===== src/rtl/freq_meter_pkg.sv =====
// freq_meter_pkg: shared types, constants and helpers for the frequency meter.
package freq_meter_pkg;

  typedef enum logic [1:0] {
    IDLE    = 2'd0,
    ARM     = 2'd1,
    MEASURE = 2'd2,
    LATCH   = 2'd3
  } state_t;

  localparam int SYNC_STAGES = 2;

  // Number of bits needed to hold values 0 .. value-1.
  function automatic int clog2(input int value);
    int bits;
    int rem;
    bits = 0;
    rem  = value - 1;
    while (rem > 0) begin
      bits++;
      rem = rem >> 1;
    end
    return bits;
  endfunction

endpackage


===== src/rtl/sync_edge_det.sv =====
// sync_edge_det: multi-flop synchronizer for an asynchronous input followed by
// a rising-edge detector producing a one-clock pulse. STAGES must be >= 2.
module sync_edge_det
  import freq_meter_pkg::*;
#(
  parameter int STAGES = SYNC_STAGES
) (
  input  logic clk,
  input  logic rst,
  input  logic din,
  output logic pulse
);

  logic [STAGES-1:0] sync;
  logic              prev;

  // Shift the raw input through the synchronizer and remember the last synchronized value.
  always_ff @(posedge clk or posedge rst) begin
    if (rst) begin
      sync <= '0;
      prev <= 1'b0;
    end else begin
      sync <= {sync[STAGES-2:0], din};
      prev <= sync[STAGES-1];
    end
  end

  assign pulse = sync[STAGES-1] & ~prev;

endmodule


===== src/rtl/freq_meter.sv =====
// freq_meter: counts rising edges of sig_in over back-to-back gate windows of
// GATE_CYCLES clocks and publishes each count through a valid/ready register.
// Optional feature macro: FREQ_METER_RANGE_CHECK_EN adds a registered
// MIN_EDGES..MAX_EDGES window check on in_range; otherwise in_range is 0.
module freq_meter
  import freq_meter_pkg::*;
#(
  parameter int REF_CLK_HZ  = 50_000_000,
  parameter int GATE_CYCLES = 50_000,
  parameter int CNT_W       = 24,
  parameter int MIN_EDGES   = 990,
  parameter int MAX_EDGES   = 1010
) (
  input  logic             clk,
  input  logic             rst,
  input  logic             enable,
  input  logic             sig_in,
  output logic [CNT_W-1:0] result,
  output logic             result_valid,
  input  logic             result_ready,
  output logic             overrun,
  output logic             saturated,
  output logic             in_range
);

  localparam int               GATE_W    = (clog2(GATE_CYCLES) < 1) ? 1 : clog2(GATE_CYCLES);
  localparam logic [GATE_W-1:0] GATE_LOAD = GATE_W'(GATE_CYCLES - 1);
  localparam logic [CNT_W-1:0]  CNT_MAX   = '1;

  // Parameter sanity checks, evaluated at elaboration only.
  if (GATE_CYCLES < 2) begin : g_bad_gate
    $error("freq_meter: GATE_CYCLES must be at least 2");
  end
  if (MIN_EDGES > MAX_EDGES) begin : g_bad_range
    $error("freq_meter: MIN_EDGES must not exceed MAX_EDGES");
  end
  if (REF_CLK_HZ < 1) begin : g_bad_ref
    $error("freq_meter: REF_CLK_HZ must be positive");
  end

  state_t            state;
  state_t            state_next;
  logic [GATE_W-1:0] gate_cnt;
  logic [CNT_W-1:0]  edge_cnt;
  logic [CNT_W-1:0]  edge_inc;
  logic              pulse;
  logic              accept;
  logic              clear_cnt;
  logic              load_gate;
  logic              count_en;
  logic              latch_en;

  sync_edge_det #(
    .STAGES(SYNC_STAGES)
  ) u_sync (
    .clk  (clk),
    .rst  (rst),
    .din  (sig_in),
    .pulse(pulse)
  );

  // Edge count including this cycle's pulse, pinned at the counter maximum.
  assign edge_inc = (edge_cnt == CNT_MAX) ? CNT_MAX : edge_cnt + {{(CNT_W-1){1'b0}}, pulse};
  assign accept   = result_valid & result_ready;

  // FSM state register.
  always_ff @(posedge clk or posedge rst) begin
    if (rst) begin
      state <= IDLE;
    end else begin
      state <= state_next;
    end
  end

  // Next-state logic: dropping enable mid-window throws the window away.
  always_comb begin
    state_next = state;
    case (state)
      IDLE:    if (enable) state_next = ARM;
      ARM:     state_next = MEASURE;
      MEASURE: begin
        if (!enable) begin
          state_next = IDLE;
        end else if (gate_cnt == '0) begin
          state_next = LATCH;
        end
      end
      LATCH:   state_next = enable ? ARM : IDLE;
      default: state_next = IDLE;
    endcase
  end

  // Per-state control strobes for the datapath.
  always_comb begin
    clear_cnt = 1'b0;
    load_gate = 1'b0;
    count_en  = 1'b0;
    latch_en  = 1'b0;
    case (state)
      IDLE:    clear_cnt = 1'b1;
      ARM: begin
        clear_cnt = 1'b1;
        load_gate = 1'b1;
      end
      MEASURE: count_en = 1'b1;
      LATCH:   latch_en = 1'b1;
      default: ;
    endcase
  end

  // Gate down-counter and saturating edge counter.
  always_ff @(posedge clk or posedge rst) begin
    if (rst) begin
      edge_cnt <= '0;
      gate_cnt <= '0;
    end else if (clear_cnt) begin
      edge_cnt <= '0;
      gate_cnt <= load_gate ? GATE_LOAD : '0;
    end else if (count_en) begin
      edge_cnt <= edge_inc;
      if (gate_cnt != '0) begin
        gate_cnt <= gate_cnt - GATE_W'(1);
      end
    end
  end

  // Result register and handshake; a new result overwrites an unaccepted one and flags overrun.
  always_ff @(posedge clk or posedge rst) begin
    if (rst) begin
      result       <= '0;
      saturated    <= 1'b0;
      result_valid <= 1'b0;
      overrun      <= 1'b0;
    end else if (latch_en) begin
      result       <= edge_inc;
      saturated    <= (edge_inc == CNT_MAX);
      result_valid <= 1'b1;
      if (result_valid && !result_ready) begin
        overrun <= 1'b1;
      end
    end else if (accept) begin
      result_valid <= 1'b0;
      overrun      <= 1'b0;
    end
  end

`ifdef FREQ_METER_RANGE_CHECK_EN
  localparam logic [CNT_W-1:0] MIN_CNT = CNT_W'(MIN_EDGES);
  localparam logic [CNT_W-1:0] MAX_CNT = CNT_W'(MAX_EDGES);

  // Range flag registered with the result; a saturated count is never in range.
  always_ff @(posedge clk or posedge rst) begin
    if (rst) begin
      in_range <= 1'b0;
    end else if (latch_en) begin
      in_range <= (edge_inc != CNT_MAX) && (edge_inc >= MIN_CNT) && (edge_inc <= MAX_CNT);
    end
  end
`else
  assign in_range = 1'b0;
`endif

endmodule


===== config.mk =====
export PLATFORM = sky130hd
export DESIGN_NAME = freq_meter
export DESIGN_NICKNAME = d
export VERILOG_FILES = /design/src/rtl/freq_meter_pkg.sv /design/src/rtl/sync_edge_det.sv /design/src/rtl/freq_meter.sv
export SDC_FILE = /design/constraint.sdc
export NUM_CORES = 1
export LEC_CHECK = 0
export ABC_AREA = 1
export BUFFER_PORTS_ARGS = -buffer_cell sky130_fd_sc_hd__buf_2
export CAP_MARGIN = 15
export CORE_MARGIN = 2
export CORE_UTILIZATION = 54
export DETAILED_ROUTE_END_ITERATION = 10
export GPL_TIMING_DRIVEN = 0
export PLACE_DENSITY = 0.73
export SKIP_CTS_REPAIR_TIMING = 1
export SLEW_MARGIN = 25
export SYNTH_ARGS = -nofsm -noshare
export SYNTH_HDL_FRONTEND = slang
export SYNTH_SLANG_ARGS = --single-unit

===== constraint.sdc =====
create_clock -name clk -period 5.4 [get_ports clk]
set_input_delay 1.08 -clock clk [delete_from_list [all_inputs] [get_ports clk]]
set_output_delay 1.08 -clock clk [all_outputs]
set_load 0.005 [all_outputs]

# After elaboration in Yosys (flattened, before gate mapping)
# Index checks and enable logic that the tools add are counted.
# totals
regBits	72
# op_classes
addsub	2
n_eq_ne	8
mux	20
bitwise_logic	3
n_reduce_logical	12
# op_table
cell	n
24-bit 2-to-1 mux	3
16-bit 2-to-1 mux	4
24-bit equality test, second input constant	2
24-bit by 1-bit adder with 24-bit output	1
16-bit zero test	1
16-bit nonzero test	1
16-bit by 1-bit subtractor with 16-bit output, second input constant	1
1-bit 2-to-1 mux	9
2-bit case mux with 4 select lines	1
2-bit 2-to-1 mux	3
2-bit AND reduction	3
2-bit nonzero test	3
2-bit equality test, second input constant	2
3-bit inequality test, second input constant	1
1-bit bitwise AND	2
2-bit by 1-bit equality test with 1-bit output, second input constant	1
2-bit zero test	1
2-bit by 1-bit inequality test with 1-bit output, second input constant	1
2-bit inequality test, second input constant	1
2-bit OR reduction	1
1-bit logical AND	1
1-bit zero test	1
1-bit inverter	1

# Logic depth before layout (Yosys ltp)
# logic_depth
depth_word	6
depth_mapped	15

# Hierarchy
# A second synthesis with hierarchy kept.
# hier_totals
cells_unflattened	528
area_unflattened_um2	3921.3
# modules_own_cells
mod	n_inst	cells_per_inst	area_each_um2	seq_area_each_um2
freq_meter	1	522	3832.4	1726.7
sync_edge_det	1	6	88.8	75.1

# Worst setup path after synthesis
# No wires, ideal clock.
# synth_timing
path_type	reg2reg
startpoint	reg u_sync.prev
endpoint	reg saturated
setup_time_ns	0.076
arrival_ns	1.717
required_time_ns	5.324
path_slack_ns	3.607
path_stages_with_launch	14
cell_sequence	dfrtp_1 -> nor2_1 -> ha_1 -> ha_1 -> inv_1 -> nor2_4 -> nand2_1 -> nor2_1 -> nand3_1 -> nand3_1 -> nand2_1 -> nor2_1 -> nand2_1 -> o21ai_1
# synth_via
elab_chain_len	5
# synth_rtl
item	line_no	source
from (decl)	sync_edge_det.sv:15	logic prev;
from (signal assigned)	sync_edge_det.sv:24	prev <= sync[STAGES-1];
1-bit inverter	sync_edge_det.sv:28	assign pulse = sync[STAGES-1] & ~prev;
1-bit bitwise AND	sync_edge_det.sv:28	
24-bit by 1-bit adder with 24-bit output	freq_meter.sv:63	assign edge_inc = (edge_cnt == CNT_MAX) ? CNT_MAX : edge_cnt + {{(CNT_W-1){1'b0}}, pulse};
24-bit 2-to-1 mux	freq_meter.sv:63	
24-bit equality test	freq_meter.sv:136	saturated <= (edge_inc == CNT_MAX);
to (signal assigned)	freq_meter.sv:136	
to (decl)	freq_meter.sv:22	output logic saturated,
# Every way passes these cells.
# A chain may end at the register's enable or synchronous reset.

# Worst setup path after layout
# layout_timing
startpoint	reg u_sync.sync[1]
endpoint	reg saturated
# layout_via
elab_chain_len	4
# layout_rtl
item	line_no	source
from (decl)	sync_edge_det.sv:14	logic [STAGES-1:0] sync;
from (signal assigned)	sync_edge_det.sv:23	sync <= {sync[STAGES-2:0], din};
1-bit bitwise AND	sync_edge_det.sv:28	
24-bit by 1-bit adder with 24-bit output	freq_meter.sv:63	
24-bit 2-to-1 mux	freq_meter.sv:63	
24-bit equality test	freq_meter.sv:136	
# Every way passes these cells.

==> Flow_metrics.wiki <==
{| class="wikitable"
! Metric !! Value
|-
| Type of the worst setup path || flip-flop to flip-flop
|-
| Post-synthesis register bit count || 72
|-
| Max frequency || around 440 MHz
|-
| Vertical extent of the die || approximately 89 um
|-
| Core Rows || 31
|-
| Wire length of the first global-routing pass || 15,410 um
|-
| Top cell type by total area after synthesis || sky130_fd_sc_hd__dfrtp_1
|-
| Initial standard-cell utilization of the core || approximately 55%
|-
| Cell area after technology mapping || 3909 um^2
|-
| Worst IR drop on VDD || 0.2297 mV
|-
| Clk buf depth || 2
|-
| Initial antenna violation count || 0
|-
| Period minus WS final || 2.260 ns
|-
| Critical path fanouts, max || 6
|-
| Synthesized netlist net count || roughly 540
|-
| H-tree level count || 3
|-
| Routed wire per std cell || between 10 and 15 um
|-
| CP endpoint kind || flip-flop
|-
| DIE WIDTH || 89.08 um
|-
| Sequential cell area || between 1500 and 2000 um^2
|-
| Yosys synthesis warning count || 0
|-
| Filler Cells Inserted || 688
|-
| Commonest non-fill, non-tap cell in the layout || sky130_fd_sc_hd__nand2_1
|-
| Final critical-path share of the clock period || 41.85%
|-
| Series of cell instances along the critical path || inv_1, nor2_1, ha_1, ha_1, inv_1, nor2_4, nand2_1, nor2_1, nand2_1, nand3_1, nand2_1, nor2_1, nand3_1, o21ai_1
|-
| Detail Route Antenna Nets || 0
|-
| Maxcap violations || 0
|-
| GP Congestion || 0.9231
|-
| Total number of vias || 3,546
|-
| Post-detail-place hpwl || 6872 um
|-
| Required time at the endpoint of the critical path || approximately 5.7 ns
|-
| Buffers plus inverters on the worst setup path || 2
|-
| Type of the tightest min-delay check || flip-flop to flip-flop
|-
| Proportion of netlist area held by the largest area contributor || 46.09%
|-
| Area growth from synthesis to layout || 12.26%
|-
| Post-synthesis cell type count || 33
|-
| Total grt overflow || 0
|-
| RSZ-0062 raised after global routing || false
|-
| Headroom to the max-slew limit || around three fifths
|-
| Final slew viol count || 0
|-
| Most area-consuming cells after synthesis || sky130_fd_sc_hd__dfrtp_1, sky130_fd_sc_hd__nand2_1, sky130_fd_sc_hd__inv_1
|-
| Hold Worst Slack || 0.3560 ns
|-
| Final setup vio count || 0
|-
| Number of design-rule violations left by the first detailed-router iteration || between 300 and 400
|-
| Leak Pwr || roughly 2 nW
|-
| Area of the die || 7935 um^2
|-
| Average cell area after synthesis || 7.417 um^2
|-
| Most frequent cells in the layout || sky130_fd_sc_hd__nand2_1, sky130_fd_sc_hd__inv_1, sky130_fd_sc_hd__dfrtp_1
|-
| Slowest Stage Delay on Critical Path || 0.36 ns
|-
| Clk pin slew, worst setup/hold paths || 0.08 ns
|-
| Share of cells above drive strength 1 || 12.00%
|-
| Tightest Pin Transition || about 0.58 ns
|-
| Number of iterations in the first detailed-routing pass || 5
|-
| TritonCTS buffer count || 9
|-
| Overall routing resource usage || 25.24%
|-
| Cells after Synth || 527
|-
| Final cell utilization of the core || 61.48%
|-
| I/O Pins || 33
|-
| Final-layout setup total negative slack || 0 ns
|-
| Core footprint || 7137 um^2
|-
| Count of clock tree sinks || 72
|-
| Via-per-instance ratio || roughly 5.3
|-
| Diode count || 0
|-
| Endpoints failing hold || 0
|-
| Cell at the root of the clock tree || sky130_fd_sc_hd__clkbuf_8
|-
| Kind of launch point of the worst setup path || flip-flop
|-
| Overall routed net length || 9320 um
|-
| Worst-skew pair later-pin latency || 0.36 ns
|-
| Clock tree from TritonCTS || built
|-
| Power per cell area || approximately 330 nW/um^2
|-
| Port buffer count || 31
|-
| Largest net degree at the start of global routing || 46
|-
| Area of the multi-input gates || 1693 um^2
|-
| Final net count || 579
|-
| Max Clock Skew || 0.01495 ns
|-
| Slowest stage cell, crit path || sky130_fd_sc_hd__dfrtp_1
|-
| Post-detailed-route DRC marker count || 0
|-
| Register area share after synthesis || ~46%
|-
| Largest delay share family, worst path || simple AND/OR/NAND/NOR gates
|-
| Via count of the first global-routing pass || between 3k and 4k
|-
| Run status || finished clean
|-
| WP data arrival || 2.55 ns
|}
[power by group]
part	leakage [nW]	switching (W)	internal, W
registers	0.979	0.0000344	0.000600
logic	0.992	0.000308	0.000125
clock network	0.0814	0.000218	0.000165
total	2.05	0.000561	0.000891
[metrics by stage]
| step | std cells | worst slack, ns | total power (W) | cell area, um^2 |
|---|---|---|---|---|
| global route | 674 | 2.942 | 0.001552 | 4388 |
| floorplan | 527 | 2.495 | 0.0009515 | 3909 |
| global placement | 657 | 1.672 | 0.001054 | 4188 |
| finish | 674 | 3.140 | 0.001452 | 4388 |
| CTS | 674 | 3.164 | 0.001457 | 4388 |
| detailed placement | 658 | 3.183 | 0.001075 | 4218 |
[synthesized netlist by cell type (all sizes together)]
cell type / n
xor2: 1
a22oi: 3
o221ai: 1
o21ai: 52
nor2: 57
nand2: 132
inv: 91
o21a: 1
ha: 4
o22a: 1
o21bai: 1
nand4: 6
buf: 6
nor3b: 2
xnor2: 1
clkbuf: 8
a21o: 1
nand3: 45
a21oi: 10
nor3: 8
o22ai: 22
conb: 1
dfrtp: 72
a31oi: 1
[layout make-up]
class | instances | area share, %
timing repair buffer | 32 | 4.163
clock buffer | 9 | 2.823
buffer | 14 | 1.654
inverter | 91 | 7.841
multi-input combinational | 350 | 38.58
tap | 99 | 2.823
sequential | 72 | 41.06
clock inverter | 7 | 1.055
[kinds of logic after synthesis]
logic type,count (synthesis),share of synthesized area [%]
simple gates,250,28.27
buf+inv,105,10.60
compound gates,93,13.22
flops,72,46.09
fa+ha+maj,4,1.280
xor+xnor,2,0.4482
other cells,1,0.09594
[registers in the layout, indices dropped and copies added, names as in the netlist]
register	count
edge_cnt	24
result	24
gate_cnt	16
state	2
u_sync.sync	2
overrun	1
result_valid	1
saturated	1
u_sync.prev	1
[metal layers]
metal	vias to the layer above	GRT usage (%)	wire length, um
met3	18	4.340	350
met2	74	41.28	4408
met5	-	0	0
met4	0	10.58	239
li1	1785	-	-
met1	1669	33.22	4322
[final timing paths]
| path | start | depth (start not counted) | to | slack [ns] |
|---|---|---|---|---|
| worst max-delay path | u_sync.sync[1] | 14 | saturated | 3.14 |
| worst min-delay path | u_sync.sync[0] | 0 | u_sync.sync[1] | 0.36 |
| worst max register to register | u_sync.sync[1] | 14 | saturated | 3.14 |
| worst min register to register | u_sync.sync[0] | 0 | u_sync.sync[1] | 0.36 |
| max in group asynchronous | rst | 3 | edge_cnt[18] | 4.15 |
| min in group asynchronous | rst | 2 | result[1] | 0.70 |
(Power assumes the default switching activity.)
